[src/rtl/mem_access_ctrl.sv]
// mem_access_ctrl: single-outstanding load/store sequencer between the MEM
// stage and the 512-byte data RAM. Checks alignment, holds the RAM inputs
// stable for a fixed access window, then returns a one-cycle response.
module mem_access_ctrl #(
    parameter int unsigned WAIT_CYCLES = 1,
    parameter int unsigned ADDR_W      = 9
) (
    input  logic              clk,
    input  logic              rst_n,
    input  logic              req_valid,
    output logic              req_ready,
    input  logic              req_write,
    input  logic [1:0]        req_size,
    input  logic              req_se,
    input  logic [ADDR_W-1:0] req_addr,
    input  logic [31:0]       req_wdata,
    output logic              resp_valid,
    output logic [31:0]       resp_rdata,
    output logic              resp_err,
    output logic              ram_enable,
    output logic              ram_rw,
    output logic              ram_se,
    output logic [ADDR_W-1:0] ram_addr,
    output logic [31:0]       ram_din,
    output logic [1:0]        ram_size,
    input  logic [31:0]       ram_dout
);

    localparam int unsigned      CNT_W     = 3;
    localparam logic [CNT_W-1:0] WAIT_LAST = CNT_W'(WAIT_CYCLES);

    localparam logic [1:0] ST_IDLE   = 2'd0;
    localparam logic [1:0] ST_ACCESS = 2'd1;
    localparam logic [1:0] ST_RESP   = 2'd2;

    logic [1:0]       state;
    logic [1:0]       state_nxt;
    logic [CNT_W-1:0] cnt;
    logic [CNT_W-1:0] cnt_nxt;
    logic             hold_write;

    logic             accept_c;
    logic             misaligned_c;
    logic             last_c;

    logic             ram_enable_nxt;
    logic             ram_rw_nxt;
    logic             resp_valid_nxt;
    logic             req_ready_nxt;

    // Request acceptance, alignment check and end-of-window detect.
    always_comb begin
        accept_c     = (state == ST_IDLE) && req_valid;
        misaligned_c = ((req_size == 2'b01) && req_addr[0]) ||
                       (req_size[1] && (req_addr[1:0] != 2'b00));
        last_c       = (state == ST_ACCESS) && (cnt == WAIT_LAST);
    end

    // Next-state, window counter and next values of the registered controls.
    always_comb begin
        state_nxt      = state;
        cnt_nxt        = cnt;
        ram_enable_nxt = 1'b0;
        ram_rw_nxt     = 1'b0;
        resp_valid_nxt = 1'b0;
        req_ready_nxt  = 1'b0;

        case (state)
            ST_IDLE: begin
                cnt_nxt = '0;
                if (req_valid) begin
                    state_nxt = misaligned_c ? ST_RESP : ST_ACCESS;
                end
            end
            ST_ACCESS: begin
                cnt_nxt = cnt + CNT_W'(1);
                if (last_c) begin
                    state_nxt = ST_RESP;
                end
            end
            ST_RESP: begin
                state_nxt = ST_IDLE;
            end
            default: begin
                state_nxt = ST_IDLE;
                cnt_nxt   = '0;
            end
        endcase

        // Write strobe only inside the window so the RAM never sees a stray write.
        ram_enable_nxt = (state_nxt == ST_ACCESS);
        ram_rw_nxt     = (state_nxt == ST_ACCESS) && (accept_c ? req_write : hold_write);
        resp_valid_nxt = (state_nxt == ST_RESP);
        req_ready_nxt  = (state_nxt == ST_IDLE);
    end

    // State, counter and control outputs; reset drops ram_enable immediately.
    always_ff @(posedge clk or negedge rst_n) begin
        if (!rst_n) begin
            state      <= ST_IDLE;
            cnt        <= '0;
            ram_enable <= 1'b0;
            ram_rw     <= 1'b0;
            resp_valid <= 1'b0;
            req_ready  <= 1'b1;
        end else begin
            state      <= state_nxt;
            cnt        <= cnt_nxt;
            ram_enable <= ram_enable_nxt;
            ram_rw     <= ram_rw_nxt;
            resp_valid <= resp_valid_nxt;
            req_ready  <= req_ready_nxt;
        end
    end

    // Request holding registers (they also drive the RAM) and response data.
    always_ff @(posedge clk or negedge rst_n) begin
        if (!rst_n) begin
            hold_write <= 1'b0;
            ram_se     <= 1'b0;
            ram_size   <= 2'b00;
            ram_addr   <= '0;
            ram_din    <= '0;
            resp_rdata <= '0;
            resp_err   <= 1'b0;
        end else if (accept_c) begin
            hold_write <= req_write;
            ram_se     <= req_se;
            ram_size   <= req_size;
            ram_addr   <= req_addr;
            ram_din    <= req_wdata;
            resp_rdata <= '0;
            resp_err   <= misaligned_c;
        end else if (last_c) begin
            resp_rdata <= hold_write ? 32'h0 : ram_dout;
        end
    end

endmodule

[config.mk]
export PLATFORM = sky130hd
export DESIGN_NAME = mem_access_ctrl
export DESIGN_NICKNAME = d
export VERILOG_FILES = /design/src/rtl/mem_access_ctrl.sv
export SDC_FILE = /design/constraint.sdc
export NUM_CORES = 1
export LEC_CHECK = 0
export ABC_AREA = 1
export CAP_MARGIN = 20
export CELL_PAD_IN_SITES_DETAIL_PLACEMENT = 1
export CELL_PAD_IN_SITES_GLOBAL_PLACEMENT = 1
export CORE_MARGIN = 1.5
export CORE_UTILIZATION = 30
export CTS_CLUSTER_DIAMETER = 150
export CTS_CLUSTER_SIZE = 8
export DETAILED_ROUTE_END_ITERATION = 8
export GPL_ROUTABILITY_DRIVEN = 0
export PLACE_DENSITY = 0.86
export SLEW_MARGIN = 30
export SYNTH_ARGS = -nofsm -noshare
export SYNTH_HDL_FRONTEND = slang
export SYNTH_SLANG_ARGS = --single-unit
[constraint.sdc]
create_clock -name clk -period 1.72 [get_ports clk]
set_clock_uncertainty 0.05 [all_clocks]
set_input_delay 0.43 -clock clk [delete_from_list [all_inputs] [get_ports clk]]
set_output_delay 0.43 -clock clk [all_outputs]
set_load 0.03 [all_outputs]
-- Word level (Yosys, flattened, before mapping)
Cells that the tools add are included.
- register bits: 87
- latch bits: 0
- RAM bits: 0
- bits in read-only memories: 0
- bits of input ports: 80
- logic and storage cells: 39
- memories kept: 0
- add/subtract/negate cells: 1
- multiply operators: 0
- div/mod/pow operators: 0
- order comparisons: 0
- equality and inequality tests: 6
- shift-type cells: 0
- mux-type cells: 9
- bitwise operators: 0
- reductions and logical operators: 10
- operators with widths (kind ; count):
    32-bit two-way mux ; 3
    2-bit by 1-bit == test with 1-bit output, second input constant ; 3
    2-bit two-way mux ; 3
    3-bit case mux with 2 select lines ; 1
    1-bit logical AND ; 5
    2-bit == test, second input constant ; 2
    2-bit zero test ; 2
    2-bit case mux with 2 select lines ; 1
    2-bit nonzero test ; 2
    3-bit by 1-bit adder with 3-bit output, second input constant ; 1
    3-bit by 1-bit == test with 1-bit output, second input constant ; 1
    1-bit logical OR ; 1
    1-bit two-way mux ; 1

-- Logic depth before layout (Yosys ltp)
Gate-level depths: netlist of run 1.
- word-level depth: 8
- mapped depth: 8
- mapped depth without buffers: 7

-- Worst setup path before layout of run 1
OpenSTA, ideal clock, no wires.
- kind: register to register
- start point: register cnt[1]
- end point: register resp_rdata[10]
- library setup time: 0.119 ns
- data arrival time: 1.131 ns
- slack: 0.421 ns
- stages on the path, launching flop included: 9
- cell sequence: dfrtp_1 inv_1 ha_1 nand2_1 nor2_4 inv_2 buf_2 nand3_1 nand2_1
- cells in the longest elaborated chain, start to end: 3
- RTL lines (element ; RTL line ; source):
    start: declaration ; 38 ; logic [CNT_W-1:0] cnt;
    start signal: assignment ; 108 ; cnt <= cnt_nxt;
    3-bit by 1-bit == test with 1-bit output ; 56 ; last_c = (state == ST_ACCESS) && (cnt == WAIT_LAST);
    1-bit logical AND ; 56 ;
    2-bit nonzero test (no source line) ; - ;
    end signal: assignment ; 135 ; resp_rdata <= hold_write ? 32'h0 : ram_dout;
    end: declaration ; 18 ; output logic [31:0] resp_rdata,
No other way between the ends.
A chain may end at the register's enable or synchronous reset.

-- Worst setup path after layout of run 1
- start point: register resp_rdata[3]
- end point: output port resp_rdata[3]
No word-level cell between the ends.

==> out/qor.txt, run 1 <==
Root Driver = clkbuf_16
Post-Route Utilization = 47.41%
Worst VDD drop = 668.3 uV
worst r2r path cells = 7
initial antenna violation count = 0
Total GRT Usage = 17.07%
first-pass GRT wire length = 17.38 mm
Seq/Total Area, Yosys = 59.36%
CTS tree = yes
# fillers = 1,399
grt met3 use = 2.976%
Worst slew margin = 75.42%
nets@finish = 657
PortBufs = 160
final hold violation count = 0
Crit path depth = 1
CTS buffer count = 9
Post-DRT Antenna Nets = 0
Ports = 161
worst path bufs/invs = 1
reg-to-reg startpoint = cnt[1]$_DFFE_PN0P_
Final min period = 1.609 ns
Final Max Tran Viols = 0
WS Path Type = reg -> out
CORE AREA = 11,960 um^2
syn_nets = 496
Post-Synthesis Cells = 414
status = complete, no violations
fin crit share = 93.53%
unrepaired setup endpoints after global routing = no
cell chain of the critical path = dlygate4sd2_1
clk buf depth = 2
FF-to-FF setup slack = 0.30 ns
CP peak stage delay = 0.41 ns
Leak Pwr = 3.073 nW
met1 Use GR = 20.03%
via count = 3,341
commonest non-fill, non-tap cells in the layout = nand2_1, dfrtp_1, dlygate4sd2_1
Critical Path End = resp_rdata[3]
area grow syn2layout = 54.52%
die width = 113.6 um
H-tree Lvls = 3
CP Max Fanout = 2
die height = 113.6 um
commonest non-fill, non-tap cell in the layout = nand2_1
DRT Wirelength = 10.80 mm
DIE AREA = 12,910 um^2
Warnings, synthesis = 0
Avg Inst Size Synth = 8.864 um^2
critical path startpoint category = flip-flop
row count = 40
hpwl dp = 8.069 mm
1st-pass router iterations = 4
hold_ws = 0.4205 ns
met2 Use GR = 30.92%
clock sinks = 87
Worst-path clk slew = 0.06 ns
share of layout cells above drive strength 1 = 6.379%
grt total ovfl = 0
Reg2Reg Capture Point = resp_rdata[3]$_DFFE_PN0P_
Seq cells post-synth = 87
busiest grt layer = met2
Mapped Area = 3670 um^2
crit path DAT = 1.13 ns
DRC viols = 0
HP Class = reg -> reg
number of global-route vias before repair = 3,591
wire per inst = 14.86 um
Slowest-stage cell, CP = dlygate4sd2_1
Worst Tran Pin Value = 0.3701 ns
First DRT Iteration DRCs = 126
clock latency on the worst-skew pair = 0.32 ns
Power Density = 1690 nW/um^2
Final setup viols = 0
Crit. End Element = output pin
Initial Utilization = 30.68%
Max Cap Viol = 0
Crit. Startpoint = resp_rdata[3]$_DFFE_PN0P_
Via density = 4.596
count of unique library cells instantiated by Yosys = 20
WP data required = 1.24 ns
ant diodes = 0
Setup TNS = 0 ns
Max Fclk = 0.6216 GHz
Crit path max-delay family = buffers and inverters
largest net degree at the start of global routing = 54
-- worst min-delay path, delay by kind of cell (launching register included) --
family | cells | cell delay (ns)
simple gates | 2 | 0.10
flops | 1 | 0.34
-- metrics by stage --
| stage | power, W | area, um^2 | setup WS [ns] | cells |
|---|---|---|---|---|
| after floorplan | 0.006090 | 3670 | 0.4205 | 414 |
| after global placement | 0.008185 | 5483 | 0.07599 | 710 |
| after detailed placement | 0.008379 | 5483 | -0.00004963 | 710 |
| after CTS | 0.009719 | 5670 | 0.1118 | 727 |
| after global routing | 0.01018 | 5670 | 0.07618 | 727 |
| final | 0.009581 | 5670 | 0.1113 | 727 |
-- area by class of cell --
class                           count  area, um^2  share of cell area [%]
Clock inverter                      3       17.52                  0.3089
Sequential cell                    87        2178                   38.42
Multi-Input combinational cell    290        1311                   23.12
Timing Repair Buffer              175        1674                   29.52
Clock buffer                       13       260.3                   4.590
Inverter                           12       45.04                  0.7944
Tap cell                          147       183.9                   3.244
-- sequential cells by signal (all words and copies together), names as in the netlist --
| register | count |
|---|---|
| ram_size | 2 |
| ram_enable | 1 |
| ram_addr | 9 |
| ram_rw | 1 |
| resp_rdata | 32 |
| hold_write | 1 |
| resp_err | 1 |
| ram_din | 32 |
| ram_se | 1 |
| req_ready | 1 |
| resp_valid | 1 |
| cnt | 3 |
| state | 2 |
-- repair_timing --
action,CTS,global route
hold buffers,1,0
resized for setup,80,0
endpoints found under the setup margin,80,0
endpoints found under the hold margin,21,0
setup buffers,0,0
-- worst min-delay path by stage --
stage | startpoint | endpoint | slack [ns] | cells after the start
floorplan | rst_n | cnt[0]$_DFFE_PN0P_ | 0.08 | 0
global route | ram_din[30]$_DFFE_PN0P_ | ram_din[30]$_DFFE_PN0P_ | 0.44 | 2
finish | ram_din[30]$_DFFE_PN0P_ | ram_din[30]$_DFFE_PN0P_ | 0.42 | 2
global placement | rst_n | ram_din[16]$_DFFE_PN0P_ | 0.30 | 1
detailed placement | rst_n | ram_din[14]$_DFFE_PN0P_ | 0.31 | 1
CTS | ram_din[30]$_DFFE_PN0P_ | ram_din[30]$_DFFE_PN0P_ | 0.43 | 2
-- per-layer routing --
metal	vias up	routed length (um)
met3	17	516
li1	1615	-
met1	1609	4515
met5	-	0
met4	0	221
met2	100	5549
-- power breakdown --
group / internal, W / switching, W / leakage, nW / total [W]
Clock: 0.00105 / 0.000748 / 0.136 / 0.00180
Sequential: 0.00281 / 0.000421 / 1.12 / 0.00323
Combinational: 0.00150 / 0.00305 / 1.81 / 0.00455
Total: 0.00536 / 0.00422 / 3.07 / 0.00958
-- cells in the mapped netlist --
cell type | count | share of area [%]
inv_2 | 2 | 0.20
xnor2_1 | 1 | 0.24
ha_1 | 2 | 0.68
nor2_2 | 1 | 0.17
dfrtp_1 | 86 | 59
nand2_1 | 207 | 21
nand3b_1 | 32 | 6.5
buf_2 | 14 | 1.9
buf_6 | 1 | 0.31
dfstp_2 | 1 | 0.72
nand3_1 | 34 | 4.6
clkbuf_1 | 3 | 0.31
nor2_1 | 2 | 0.20
buf_4 | 7 | 1.4
a21oi_1 | 2 | 0.27
nor2_4 | 1 | 0.31
o22ai_1 | 2 | 0.34
o21ai_0 | 4 | 0.55
inv_1 | 10 | 1.0
nand2_2 | 2 | 0.34
-- cells by family (layout without fill, tap and decap cells) --
logic type	after synthesis	in the layout	share of synthesized area (%)
compound gates	8	8	1.159
xor+xnor	1	1	0.2387
fa+ha+maj	2	2	0.6818
buf+inv	37	203	5.183
flops	87	87	59.36
simple gates	279	279	33.38
No activity file was read; power rests on OpenSTA's default activity.
==> run 2: changes to the inputs <==
- CORE_ASPECT_RATIO: unset -> 0.6
==> run 2 against run 1 <==
  * Largest power group unchanged
  * Die area rose by 0.17%
  * Setup slack got worse by 0.0060 ns
  * Maximum frequency decreased by 0.37%
  * Final area up 0.84%
  * Final cell count grew 2.5%
  * Sequential cell count unchanged
  * Sequential power about the same
  * Total power is 0.36% higher
  * Hold slack better by 0.0021 ns
  * First-iteration DRC count decreased by 30%
==> out/qor.txt, run 2 (synthesis results as in run 1) <==
hold depth = 2 (unchanged)
area grow syn2layout = 55.81%
status = complete, no violations
Final min period = 1.615 ns (+0.005962 ns)
commonest non-fill, non-tap cells in the layout = nand2_1, dfrtp_1, dlygate4sd2_1
met2 Use GR = 30.22% (-0.71 points)
H-tree Lvls = 3 (unchanged)
number of global-route vias before repair = 3,572 (-0.53%)
Leak Pwr = 3.083 nW (+0.31%)
worst r2r path cells = 8 (+1)
WS Path Type = reg -> out
Crit path max-delay family = buffers and inverters
die width = 145.8 um (+28%)
Final setup viols = 0 (unchanged)
met1 Use GR = 21.86% (+1.8 points)
worst path bufs/invs = 1 (unchanged)
final hold violation count = 0 (unchanged)
clock sinks = 87 (unchanged)
via count = 3,359 (+0.54%)
first-pass GRT wire length = 17.73 mm (+2.0%)
hpwl dp = 8.125 mm (+0.70%)
PortBufs = 160 (unchanged)
Worst Tran Pin Value = 0.3549 ns (-0.01521 ns)
die height = 88.67 um (-22%)
CTS tree = yes
DRT Wirelength = 10.98 mm (+1.6%)
Final Max Tran Viols = 0 (unchanged)
largest net degree at the start of global routing = 52 (-3.7%)
HP Class = reg -> reg
1st-pass router iterations = 4 (unchanged)
Final Worst Setup Slack = 0.1054 ns (-0.005962 ns)
unrepaired setup endpoints after global routing = no
Ports = 161 (unchanged)
share of layout cells above drive strength 1 = 6.379% (unchanged)
Worst VDD drop = 776.7 uV (+16%)
DRC viols = 0 (unchanged)
grt total ovfl = 0 (unchanged)
Post-Route Utilization = 47.71% (+0.30 points)
nets@finish = 657 (unchanged)
WP data required = 1.24 ns (about the same)
initial antenna violation count = 0 (unchanged)
Setup TNS = 0 ns (unchanged)
Root Driver = clkbuf_16
crit path DAT = 1.13 ns (about the same)
Crit. End Element = output pin
reg-to-reg startpoint = cnt[1]$_DFFE_PN0P_
DIE AREA = 12,930 um^2 (+0.17%)
grt met3 use = 5.000% (+2.0 points)
Slowest-stage cell, CP = dlygate4sd2_1
Largest regs = ram_din (32), resp_rdata (32), ram_addr (9)
commonest non-fill, non-tap cell in the layout = nand2_1
CP Max Fanout = 2 (unchanged)
busiest grt layer = met2
row count = 31 (-23%)
First DRT Iteration DRCs = 88 (-30%)
Final Cell Area = 5718 um^2 (+0.84%)
clock latency on the worst-skew pair = 0.33 ns (about the same)
Via density = 4.509 (-1.9%)
Power Total = 0.009615 W (+0.36%)
Max Cap Viol = 0 (unchanged)
clk buf depth = 2 (unchanged)
cell chain of the critical path = dlygate4sd2_1
critical path startpoint category = flip-flop
FF-to-FF setup slack = 0.27 ns (-0.03 ns)
Initial Utilization = 30.62% (-0.061 points)
Worst-path clk slew = 0.06 ns (about the same)
Worst slew margin = 76.43% (+1.0 points)
post-CTS setup buffer count = 0 (unchanged)
CTS buffer count = 9 (unchanged)
dpl cell area = 5530 um^2 (+0.87%)
wire per inst = 14.74 um (-0.84%)
Power Density = 1682 nW/um^2 (-0.48%)
Max Fclk = 0.6193 GHz (-0.37%)
fin crit share = 93.87% (+0.35 points)
Post-DRT Antenna Nets = 0 (unchanged)
ant diodes = 0 (unchanged)
Reg2Reg Capture Point = resp_rdata[14]$_DFFE_PN0P_
pre-CTS setup slack = -0.04629 ns (-0.04624 ns)
Total GRT Usage = 17.49% (+0.43 points)
critical hold path startpoint = ram_din[25]$_DFFE_PN0P_
CORE AREA = 11,990 um^2 (+0.20%)
Worst Hold Path EP = ram_din[25]$_DFFE_PN0P_
CP peak stage delay = 0.41 ns (about the same)
==> run 2: cell counts in the layout (fill, tap and decap cells not counted) <==
No cell type changed its count.
==> run 2: what timing repair did <==
item | CTS | global route
hold buffers | 1 | 0
hold endpoints to repair | 9 | 0
resized for setup | 80 | 0
setup endpoints to repair | 80 | 0
==> run 2: power by group <==
group          internal (W)  total (W)  switching [W]
Clock               0.00105    0.00179       0.000741
Combinational       0.00152    0.00457        0.00304
Sequential          0.00281    0.00326       0.000447
==> run 2: final cells by class <==
class	instances	area (um^2)
Multi-Input combinational cell	290	1311
Sequential cell	87	2178
Timing Repair Buffer	175	1699
Tap cell	165	206.4
Clock buffer	13	260.3
Clock inverter	3	17.52
Inverter	12	45.04
Fill cell	1412	6267
==> run 2: per-stage QoR <==
step	instances	hold slack [ns]
after floorplan	414	0.08441
after CTS	745	0.4303
after global routing	745	0.4608
after global placement	728	0.2483
final	745	0.4225
after detailed placement	728	0.2475
==> run 2: how the worst max path moves through the flow <==
stage,depth (start not counted),from,slack (ns),end
after global routing,1,resp_rdata[24]$_DFFE_PN0P_,0.06,resp_rdata[24]
after floorplan,8,cnt[1]$_DFFE_PN0P_,0.42,resp_rdata[10]$_DFFE_PN0P_
after global placement,6,req_valid,0.01,ram_addr[0]$_DFFE_PN0P_
after detailed placement,6,req_valid,-0.05,ram_addr[0]$_DFFE_PN0P_
final,1,resp_rdata[1]$_DFFE_PN0P_,0.11,resp_rdata[1]
after CTS,1,resp_rdata[24]$_DFFE_PN0P_,0.08,resp_rdata[24]
==> run 2: worst reg2reg max path: cells and delay by family, from the launching register on <==
kind / cells / cell delay, ns
AND/OR/NAND/NOR: 4 / 0.43
flip-flops: 1 / 0.38
buffers and inverters: 3 / 0.34
adder cells (fa/ha/maj): 1 / 0.14
==> run 2: metal layers <==
metal  vias up  part of all wire [%]
li1       1615                     -
met1      1630                    45
met2       104                    48
met3        10                   5.7
met4         0                   1.1
met5         -                     0
